<file path="config.mk">
export PLATFORM = sky130hd
export DESIGN_NAME = sram_port_arbiter
export DESIGN_NICKNAME = d
export VERILOG_FILES = /design/src/rtl/sram_port_arbiter.sv
export SDC_FILE = /design/constraint.sdc
export NUM_CORES = 1
export LEC_CHECK = 0
export CAP_MARGIN = 25
export CORE_MARGIN = 1.5
export CORE_UTILIZATION = 35
export CTS_BUF_LIST = sky130_fd_sc_hd__clkbuf_4
export DETAILED_ROUTE_END_ITERATION = 16
export GPL_TIMING_DRIVEN = 0
export PLACE_DENSITY = 0.82
export SLEW_MARGIN = 20
export SYNTH_ARGS = -nofsm -noshare
export SYNTH_HDL_FRONTEND = slang
export SYNTH_SLANG_ARGS = --single-unit
</file>
<file path="constraint.sdc">
create_clock -name clk -period 4.8 [get_ports clk]
set_input_delay 0.96 -clock clk [delete_from_list [all_inputs] [get_ports clk]]
set_output_delay 0.96 -clock clk [all_outputs]
set_load 0.02 [all_outputs]
</file>
<file path="src/rtl/sram_port_arbiter.sv">
// sram_port_arbiter: two-port round-robin arbiter in front of one SRAM controller (ARB_FIXED_PRIO_EN selects fixed port-0 priority)
module sram_port_arbiter #(
  parameter int ADDR_W = 32,
  parameter int DATA_W = 32
) (
  input  logic              clk,
  input  logic              rst,
  input  logic              p0_r_en,
  input  logic              p0_w_en,
  input  logic [ADDR_W-1:0] p0_addr,
  input  logic [DATA_W-1:0] p0_wdata,
  output logic [DATA_W-1:0] p0_rdata,
  output logic              p0_done,
  input  logic              p1_r_en,
  input  logic              p1_w_en,
  input  logic [ADDR_W-1:0] p1_addr,
  input  logic [DATA_W-1:0] p1_wdata,
  output logic [DATA_W-1:0] p1_rdata,
  output logic              p1_done,
  output logic              sram_r_en,
  output logic              sram_w_en,
  output logic [ADDR_W-1:0] sram_addr,
  output logic [DATA_W-1:0] sram_wdata,
  input  logic [DATA_W-1:0] sram_rdata,
  input  logic              sram_done,
  output logic [1:0]        grant
);
  typedef enum logic [1:0] {IDLE, BUSY0, BUSY1, RELEASE} state_t;
  state_t state;
  logic   req0, req1, win, w_sel, r_sel;
  assign req0 = p0_r_en | p0_w_en;
  assign req1 = p1_r_en | p1_w_en;
`ifdef ARB_FIXED_PRIO_EN
  assign win = ~req0;
`else
  logic last;
  assign win = req1 & (~req0 | ~last);
`endif
  assign w_sel = win ? p1_w_en : p0_w_en;
  assign r_sel = win ? p1_r_en : p0_r_en;
  // Arbitration FSM: latch the winner in IDLE, hold it until sram_done, pulse done in RELEASE
  always_ff @(posedge clk or negedge rst) begin
    if (!rst) begin
      state      <= IDLE;
`ifndef ARB_FIXED_PRIO_EN
      last       <= 1'b1;
`endif
      p0_rdata   <= '0;
      p1_rdata   <= '0;
      p0_done    <= 1'b0;
      p1_done    <= 1'b0;
      sram_r_en  <= 1'b0;
      sram_w_en  <= 1'b0;
      sram_addr  <= '0;
      sram_wdata <= '0;
      grant      <= 2'b00;
    end else begin
      case (state)
        IDLE: if (req0 | req1) begin
          state      <= win ? BUSY1 : BUSY0;
`ifndef ARB_FIXED_PRIO_EN
          last       <= win;
`endif
          sram_addr  <= win ? p1_addr : p0_addr;
          sram_wdata <= win ? p1_wdata : p0_wdata;
          sram_w_en  <= w_sel;
          sram_r_en  <= r_sel & ~w_sel;
          grant      <= win ? 2'b10 : 2'b01;
        end
        BUSY0, BUSY1: if (sram_done) begin
          state     <= RELEASE;
          sram_r_en <= 1'b0;
          sram_w_en <= 1'b0;
          grant     <= 2'b00;
          p0_done   <= state == BUSY0;
          p1_done   <= state == BUSY1;
          if (sram_r_en && state == BUSY0) p0_rdata <= sram_rdata;
          if (sram_r_en && state == BUSY1) p1_rdata <= sram_rdata;
        end
        RELEASE: begin
          state   <= IDLE;
          p0_done <= 1'b0;
          p1_done <= 1'b0;
        end
      endcase
    end
  end
endmodule

</file>
==> key figures, run 1 <==
Status
  – Outcome: completed

Setup path
  – Slowest CP cell: clkdlybuf4s50_1
  – Worst path depth: 1
  – Reg-to-Reg Start: state[1]
  – Arr. time, crit path: 1.66 ns
  – Worst-path fanout max: 5
  – R2r setup slk: around 2.7 ns
  – CP required: around 3.8 ns
  – CP cell instances: clkdlybuf4s50_1
  – Crit Reg-Reg Endpoint: sram_addr[12]
  – Crit Path Class: reg -> out
  – Reg2reg path depth: 8
  – Setup crit start kind: flop
  – CP Buf/Inv Count: 1
  – CP delay by family, top: buffers and inverters
  – CP Capture Point: sram_r_en
  – CP Capture Type: output port
  – Worst setup path start: sram_r_en
  – Slowest Stage Delay on Critical Path: 0.70 ns

Synthesis
  – Post-Syn Nets: 733
  – #FFs+latches synth: around 140
  – Sequential element share of the synthesized area: ~57%
  – Cell variety after synth: 34
  – Synthesized area: 6030 um^2
  – Syn Area/Cell: roughly 11 um^2
  – Cells after Synth: 560
  – Yosys warnings: 0

Hold path
  – Worst Hold Class: in -> async

Global route
  – First-pass GRT wire length: ~30000 um
  – Overall Global Routing Usage: 21.7%
  – Initial antenna violation count: 1
  – Total grt overflow: 0
  – Largest net degree at the start of global routing: 94
  – Vias in the first global route: 5726

Timing
  – Clock skew: 0.0247 ns
  – Min Hold Slack: about 0.30 ns
  – Rel. slew slack: 62.5%
  – Max Freq: 382 MHz
  – RSZ-0062 raised after global routing: false
  – Fin crit period: 2.62 ns
  – Max-slew violation count: 0
  – Final period util: 54.5%
  – Finish-stage setup viols: 0
  – Fin. Hold Viols: 0
  – Slew @ Worst Pin: 0.558 ns

Die
  – Die H: 134 um
  – Chip Width: approximately 130 um
  – Core Region: 16700 um^2
  – Ports: around 300
  – Std-Cell Rows: 47
  – Initial Util: 36.1%
  – Die Area: 18000 um^2

Route
  – Wirelength, routed: around 19000 um
  – DRC viols: 0
  – DR iter-0 viols: between 150 and 200
  – DR WL/cell: 17.4 um
  – Avg Vias per Cell: between 5 and 6
  – Post-DRT Antenna Nets: 0
  – Vias: 5660
  – DRT Pass-1 Iters: 5

Clocking
  – TritonCTS Buffers: 17
  – Number of clock sinks: 137
  – Clk buf depth: 2
  – Clock slew at reported path FFs: 0.12 ns
  – CTS root buf: clkbuf_4
  – Hold Buf Count CTS: 0
  – H-tree Lvls: 4
  – Post_cts resized: 0
  – Clk Latency, worst-skew pair: 0.54 ns
  – CTS tree: done
  – # Post-CTS Setup Buffers: 0

Placement
  – DP Area: 9340 um^2
  – Dpl hpwl: around 15000 um
  – Placed Cells: approximately 1100
  – # port buffers: 299
  – RePlAce Congestion: 0.837

Cells and area
  – Register area: between 3000 and 4000 um^2
  – Final Non-Filler Cells: 1113
  – Layout Utilization: 57.8%
  – Fin area: 9660 um^2
  – Area of the multi-input gates: approximately 2400 um^2
  – Layout Nets: 1052
  – Layout cells sized above 1: between 10% and 20%
  – Final-layout fill cell count: roughly 1500
  – Area Overhead vs Synth: 60.0%

Power and ir drop
  – Power, Total: 6.09 mW
  – PD cells: between 600 and 700 nW/um^2
  – Leak: 4.07 nW
  – Max IR drop VDD: 0.000299 V

Flow run
  – Max_cap viols: 0
-- cell usage in the layout, fill, tap and decap left out, types with 2 or more instances in the layout --
master / count
buf_2: 31
dfrtp_1: 136
clkdlybuf4s50_1: 298
clkinv_4: 4
inv_6: 3
nand2b_1: 2
clkbuf_1: 20
inv_1: 5
a22oi_1: 2
a211o_1: 2
ha_1: 6
inv_8: 2
nand3_1: 67
nor2_1: 67
clkbuf_4: 17
clkinv_2: 2
and2_1: 2
o21ai_1: 2
bufinv_16: 3
mux2_2: 66
a31oi_1: 64
a211oi_1: 2
a21oi_1: 2
o21ai_0: 66
nand4_1: 2
-- stage by stage --
step	setup TNS, ns	worst slack [ns]
global route	0	2.04
detailed placement	0	1.90
floorplan	0	2.75
CTS	0	2.08
finish	0	2.18
global placement	-362.60	-2.67
-- how the worst min path moves through the flow --
stage	endpoint	slack, ns	cells after the start
floorplan	last	0.47	2
global placement	p0_rdata[9]	0.49	1
detailed placement	p0_rdata[4]	0.49	1
CTS	p0_rdata[3]	0.24	1
global route	p0_rdata[3]	0.26	1
finish	p0_rdata[13]	0.30	1
-- registers in the layout, indices dropped and copies added, names as in the netlist --
name and cells:
sram_w_en 1, state 2, p1_done 1, p0_done 1
p0_rdata 32, sram_r_en 1, p1_rdata 32, grant 2
last 1, sram_wdata 32, sram_addr 32
-- report_power, final --
group	internal (mW)	leakage (nW)	switching, mW	total (mW)
Combinational	1.55	2.22	1.72	3.27
Sequential	1.69	1.68	0.281	1.97
Clock	0.374	0.171	0.474	0.848
Total	3.61	4.07	2.48	6.09
-- cell usage after synthesis --
cell / instances / area, um^2
and2_1: 2 / 12.5
nand2_1: 1 / 3.75
or2_2: 1 / 6.26
nor4_2: 1 / 12.5
o21ai_0: 66 / 330
o41a_1: 1 / 11.3
a211oi_1: 2 / 15.0
a22oi_1: 2 / 15.0
o211ai_1: 1 / 7.51
nor2_1: 67 / 251
a31oi_1: 64 / 400
clkbuf_1: 20 / 75.1
inv_1: 5 / 18.8
a21o_1: 1 / 7.51
a211o_1: 2 / 17.5
nor2b_1: 1 / 6.26
and3b_1: 1 / 8.76
o32ai_1: 1 / 8.76
a311oi_1: 1 / 8.76
dfrtp_1: 136 / 3400
buf_2: 31 / 155
nor3_1: 1 / 5.00
nor3b_1: 1 / 7.51
a21oi_1: 2 / 10.0
nand2b_1: 2 / 12.5
or2_1: 1 / 6.26
nand4_1: 2 / 12.5
o21a_1: 1 / 7.51
dfstp_2: 1 / 26.3
o21ai_1: 2 / 10.0
a21boi_0: 1 / 7.51
ha_1: 6 / 75.1
nand3_1: 67 / 335
mux2_2: 66 / 743
-- cell families after synthesis --
family	synth area share, %
and+or+nand+nor	11.3
AOI/OAI and AO/OA	14.2
DFF	56.8
muxes	12.3
buffers and inverters	4.13
adders and majority gates	1.24
-- layer usage --
metal	part of all wire, %	global-route usage, %	wire length (um)	up-vias
li1	-	-	-	2666
met1	38	24.8	7380	2717
met2	51	38.0	9860	255
met3	9.5	8.20	1830	22
met4	1.4	6.33	276	0
met5	0	0	0	-
-- cell type report --
class / count / share of cell area, %
Sequential cell: 137 / 35.5
Timing Repair Buffer: 300 / 31.3
Multi-Input combinational cell: 367 / 24.4
Tap cell: 220 / 2.85
Buffer: 51 / 2.38
Clock inverter: 15 / 1.98
Clock buffer: 17 / 1.32
Inverter: 5 / 0.194
Antenna cell: 1 / 0.0259
Note: power is estimated with default switching activity, not from simulation.
==> run 2: changes to the inputs <==
==> constraint.sdc (replaced) <==
create_clock -name clk -period 2.7 [get_ports clk]
set_input_delay 0.54 -clock clk [delete_from_list [all_inputs] [get_ports clk]]
set_output_delay 0.54 -clock clk [all_outputs]
set_load 0.02 [all_outputs]
==> run 2 against run 1 <==
Net effect:
- clock power is 78% higher
- combinational power is 78% higher
- setup slack worse by 1.7 ns
- power is 78% higher
- sequential cell count stayed put
- via count is 0.32% lower
- highest routed layer unchanged
==> key figures, run 2 (synthesis results as in run 1) <==
Status
  – Outcome: completed

Setup path
  – Worst path depth: 1
  – CP required: 2.16 ns
  – Arr. time, crit path: 1.66 ns
  – CP delay by family, top: buffers and inverters
  – Setup crit start kind: flop
  – CP cell instances: clkdlybuf4s50_1
  – CP Buf/Inv Count: 1
  – Crit Path Class: reg -> out
  – CP Capture Type: output port
  – Slowest CP cell: clkdlybuf4s50_1
  – Slowest Stage Delay on Critical Path: roughly 0.70 ns
  – Worst-path fanout max: 5
  – Reg2reg path depth: 8

Hold path
  – Hold Path Stages: 3
  – Worst Hold Class: in -> reg

Timing
  – Clock skew: 0.0247 ns
  – Fin crit period: 2.20 ns
  – Slew @ Worst Pin: 0.558 ns
  – RSZ-0062 raised after global routing: false
  – Final period util: 81.4%
  – Finish-stage setup viols: 0
  – Max Freq: 455 MHz
  – Max-slew violation count: 0
  – Fin. Hold Viols: 0
  – Worst Setup Slack, final: 0.501 ns
  – Rel. slew slack: 62.5%

Power and ir drop
  – Max IR drop VDD: approximately 0.00053 V
  – PD cells: 1120 nW/um^2
  – Leak: 4.08 nW

Clocking
  – # Post-CTS Setup Buffers: 0
  – Clk Latency, worst-skew pair: 0.54 ns
  – Hold Buf Count CTS: 1
  – Clk buf depth: 2
  – CTS tree: done
  – H-tree Lvls: 4
  – Post_cts resized: 0
  – CTS root buf: clkbuf_4
  – Number of clock sinks: about 140
  – Clock slew at reported path FFs: 0.12 ns
  – TritonCTS Buffers: 17

Placement
  – RePlAce Congestion: 0.837
  – Post-place setup slack: roughly 0.22 ns
  – # port buffers: about 300
  – Placed Cells: 1080
  – Dpl hpwl: 14700 um

Route
  – Post-DRT Antenna Nets: 0
  – DR WL/cell: 17.4 um
  – DRT Pass-1 Iters: 5
  – Wirelength, routed: 19300 um
  – DR iter-0 viols: 205
  – Avg Vias per Cell: 5.06
  – Vias: 5642
  – DRC viols: 0

Cells and area
  – Most frequent cells in the layout: 298 x clkdlybuf4s50_1, 136 x dfrtp_1, 67 x nor2_1, 67 x nand3_1
  – Most common cell after layout, fill and taps aside: clkdlybuf4s50_1
  – Area Overhead vs Synth: 60.2%
  – Final Non-Filler Cells: 1114
  – Final-layout fill cell count: 1504
  – Layout cells sized above 1: 15.0%
  – Layout Nets: about 1100

Die
  – Chip Width: 134 um
  – Initial Util: 36.1%
  – Ports: 301
  – Std-Cell Rows: 47
  – Die Area: 18000 um^2
  – Die H: ~130 um
  – Core Region: around 17000 um^2

Global route
  – Largest net degree at the start of global routing: 94
  – Total grt overflow: 0
  – First-pass GRT wire length: 30200 um
  – Vias in the first global route: approximately 5700
  – Overall Global Routing Usage: 21.7%
  – Initial antenna violation count: 1

Flow run
  – Max_cap viols: 0
-- run 2: layer usage --
metal,vias to the layer above,global-route usage [%],wire length (um)
li1,2668,-,-
met1,2716,24.8,7460
met2,236,38.0,9850
met3,22,8.16,1750
met4,0,6.33,276
met5,-,0,0
-- run 2: tightest hold or removal path: stages --
cell and delay [ns]:
buf_2 0.15, a21oi_1 0.15, o32ai_1 0.09
-- run 2: area by class of cell --
cell class	count	area (um^2)	area share, %
Buffer	51	230	2.38
Clock buffer	17	128	1.32
Antenna cell	1	2.50	0.0259
Sequential cell	137	3430	35.5
Tap cell	220	275	2.85
Clock inverter	15	191	1.98
Multi-Input combinational cell	367	2360	24.4
Timing Repair Buffer	301	3040	31.4
Inverter	5	18.8	0.194
-- run 2: per-stage QoR --
step / hold slack (ns) / TNS (ns) / power, mW / instance area [um^2] / util, %
2_1_floorplan: 0.244 / 0 / 6.55 / 6030 / -
3_3_place_gp: 0.485 / -592.76 / 9.26 / 9300 / 55.7
3_5_place_dp: 0.450 / 0 / 9.42 / 9340 / 55.9
4_1_cts: 0.345 / 0 / 11.0 / 9660 / 57.9
5_1_grt: 0.393 / 0 / 11.5 / 9670 / 57.9
6_report: 0.427 / 0 / 10.8 / 9670 / 57.9
-- run 2: where the power goes --
part | switching, mW | leakage, nW | internal, mW | total [mW]
clock | 0.844 | 0.171 | 0.665 | 1.51
sequential | 0.499 | 1.68 | 3.01 | 3.51
combinational | 3.06 | 2.22 | 2.75 | 5.81
total | 4.40 | 4.08 | 6.42 | 10.8
-- run 2: worst paths after layout --
kind                         startpoint       endpoint  slack [ns]
max                           sram_r_en      sram_r_en        0.50
min                             p0_w_en      sram_w_en        0.43
max reg2reg                    state[1]  sram_addr[12]        0.60
min reg2reg                p0_rdata[17]   p0_rdata[17]        0.52
max in group asynchronous           rst  sram_wdata[7]        1.47
min in group asynchronous           rst   p0_rdata[13]        0.48
==> run 3: changes to the inputs <==
==> constraint.sdc (replaced) <==
create_clock -name clk -period 2.22 [get_ports clk]
set_input_delay 0.444 -clock clk [delete_from_list [all_inputs] [get_ports clk]]
set_output_delay 0.444 -clock clk [all_outputs]
set_load 0.02 [all_outputs]
==> run 3 against run 2 <==
Net effect:
- critical path depth did not move
- sequential share of layout area about the same
- cell area is essentially flat
- die area unchanged
- largest cell class unchanged
- clock skew fell by 0.0011 ns
- highest routed layer unchanged
- routed wire length increased by 0.23%
- critical endpoint is now grant[0]
- global-route usage unchanged
- cell count hardly changed
- count of clock-buffer cells in the layout unchanged
==> key figures, run 3 (synthesis results as in run 1) <==
Setup path
  – CP required: 1.78 ns
  – Worst-path fanout max: 3
  – Slowest Stage Delay on Critical Path: 0.65 ns
  – Setup crit start kind: flop
  – CP Buf/Inv Count: 1
  – CP delay by family, top: buffers and inverters
  – CP cell instances: clkdlybuf4s50_1
  – Arr. time, crit path: between 1.5 and 2 ns
  – Slowest CP cell: clkdlybuf4s50_1
  – CP Capture Type: output port
  – Crit Path Class: reg -> out

Power and ir drop
  – Leak: just over 4 nW
  – Max IR drop VDD: 0.000646 V
  – PD cells: roughly 1400 nW/um^2
  – Power, Total: 13.2 mW

Timing
  – Clock skew: 0.0236 ns
  – Final period util: between 90% and 100%
  – Slew @ Worst Pin: 0.560 ns
  – Worst Setup Slack, final: 0.193 ns
  – Fin Setup TNS: 0 ns
  – Rel. slew slack: 62.4%
  – Fin crit period: 2.03 ns
  – Fin. Hold Viols: 0
  – Max Freq: between 400 and 500 MHz
  – Max-slew violation count: 0
  – Finish-stage setup viols: 0
  – RSZ-0062 raised after global routing: false

Global route
  – Overall Global Routing Usage: 21.7%
  – Initial antenna violation count: 1
  – First-pass GRT wire length: 30200 um
  – Vias in the first global route: approximately 5700
  – Total grt overflow: 0
  – Largest net degree at the start of global routing: 94

Clocking
  – H-tree Lvls: 4
  – # Post-CTS Setup Buffers: 0
  – Clock slew at reported path FFs: 0.13 ns
  – Clk buf depth: 2
  – CTS root buf: clkbuf_4
  – Number of clock sinks: ~140
  – Clk Latency, worst-skew pair: between 0.5 and 0.6 ns
  – CTS tree: done
  – TritonCTS Buffers: 17

Die
  – Chip Width: around 130 um
  – Std-Cell Rows: 47
  – Die H: 134 um
  – Core Region: 16700 um^2
  – Initial Util: 36.1%
  – Ports: 301
  – Die Area: 18000 um^2

Placement
  – DP Area: 9340 um^2
  – Dpl hpwl: 14700 um
  – RePlAce Congestion: around 0.84
  – Post-place setup slack: -0.169 ns
  – # port buffers: around 300

Route
  – DR iter-0 viols: 201
  – Post-DRT Antenna Nets: 0
  – DRT Pass-1 Iters: 4
  – DR WL/cell: 17.4 um
  – DRC viols: 0
  – Avg Vias per Cell: 5.09
  – Vias: 5668
  – Wirelength, routed: 19400 um

Cells and area
  – Most common cell after layout, fill and taps aside: clkdlybuf4s50_1
  – Layout Nets: 1052
  – Area Overhead vs Synth: 60.2%
  – Most frequent cells in the layout: 297 x clkdlybuf4s50_1, 136 x dfrtp_1, 67 x nor2_1, 67 x nand3_1
  – Fin area: 9670 um^2
  – Final-layout fill cell count: 1504
  – Layout cells sized above 1: 15.0%

Hold path
  – Worst Hold Class: in -> reg

Status
  – Outcome: completed

Flow run
  – Max_cap viols: 0
[run 3: cell types whose count changed in the layout (fill, tap and decap cells not counted)]
cell,change
clkbuf_1,-1
clkdlybuf4s50_1,-1
dlymetal6s2s_1,+1
[run 3: where the power goes]
group	switching [mW]	internal, mW
clock network	1.03	0.809
logic	3.72	3.34
registers	0.607	3.66
total	5.35	7.81
[run 3: cell type report]
class	instances	area (um^2)	area share [%]
diodes	1	2.50	0.0259
plain buffers	50	226	2.34
clock buffers	17	128	1.32
clock inverters	15	191	1.98
inverters	5	18.8	0.194
multi-input cells	367	2360	24.4
flip-flops and latches	137	3430	35.5
well taps	220	275	2.85
repair buffers	301	3040	31.4
[run 3: through the flow]
stage / std cells / utilization, % / hold slack (ns)
floorplan: 560 / - / 0.148
global placement: 1079 / 55.7 / 0.485
detailed placement: 1080 / 55.9 / 0.354
CTS: 1113 / 57.9 / 0.249
global route: 1113 / 57.9 / 0.297
finish: 1113 / 57.9 / 0.328
[run 3: path summary, 6_finish.rpt]
path | from | end | slack, ns | depth (start not counted)
hold / removal | p0_w_en | sram_w_en | 0.33 | 3
setup reg to reg | state[1] | sram_addr[12] | 0.22 | 7
max in group asynchronous | rst | sram_wdata[7] | 1.08 | 3
min in group asynchronous | rst | p0_rdata[13] | 0.38 | 2
hold reg to reg | p0_rdata[17] | p0_rdata[17] | 0.52 | 1
setup / recovery | grant[0] | grant[0] | 0.19 | 1
[run 3: per-layer routing]
layer | vias to the layer above | track usage [%] | part of all wire [%]
li1 | 2665 | - | -
met1 | 2734 | 24.8 | 38
met2 | 247 | 38.0 | 51
met3 | 22 | 8.16 | 9.0
met4 | 0 | 6.33 | 1.4
met5 | - | 0 | 0
[run 3: worst reg2reg max path, cell delays in order, from the launching register on]
cell and delay (ns):
dfrtp_1 0.43, inv_1 0.16, ha_1 0.35, o41a_1 0.25
buf_2 0.23, buf_2 0.28, nor2_1 0.07, a31oi_1 0.17
[run 3: what timing repair did]
| item | in CTS | in global routing |
|---|---|---|
| endpoints found under the setup margin | 0 | 63 |
| gates resized for setup | 0 | 1 |
| hold buffers | 1 | 0 |
| endpoints found under the hold margin | 44 | 0 |
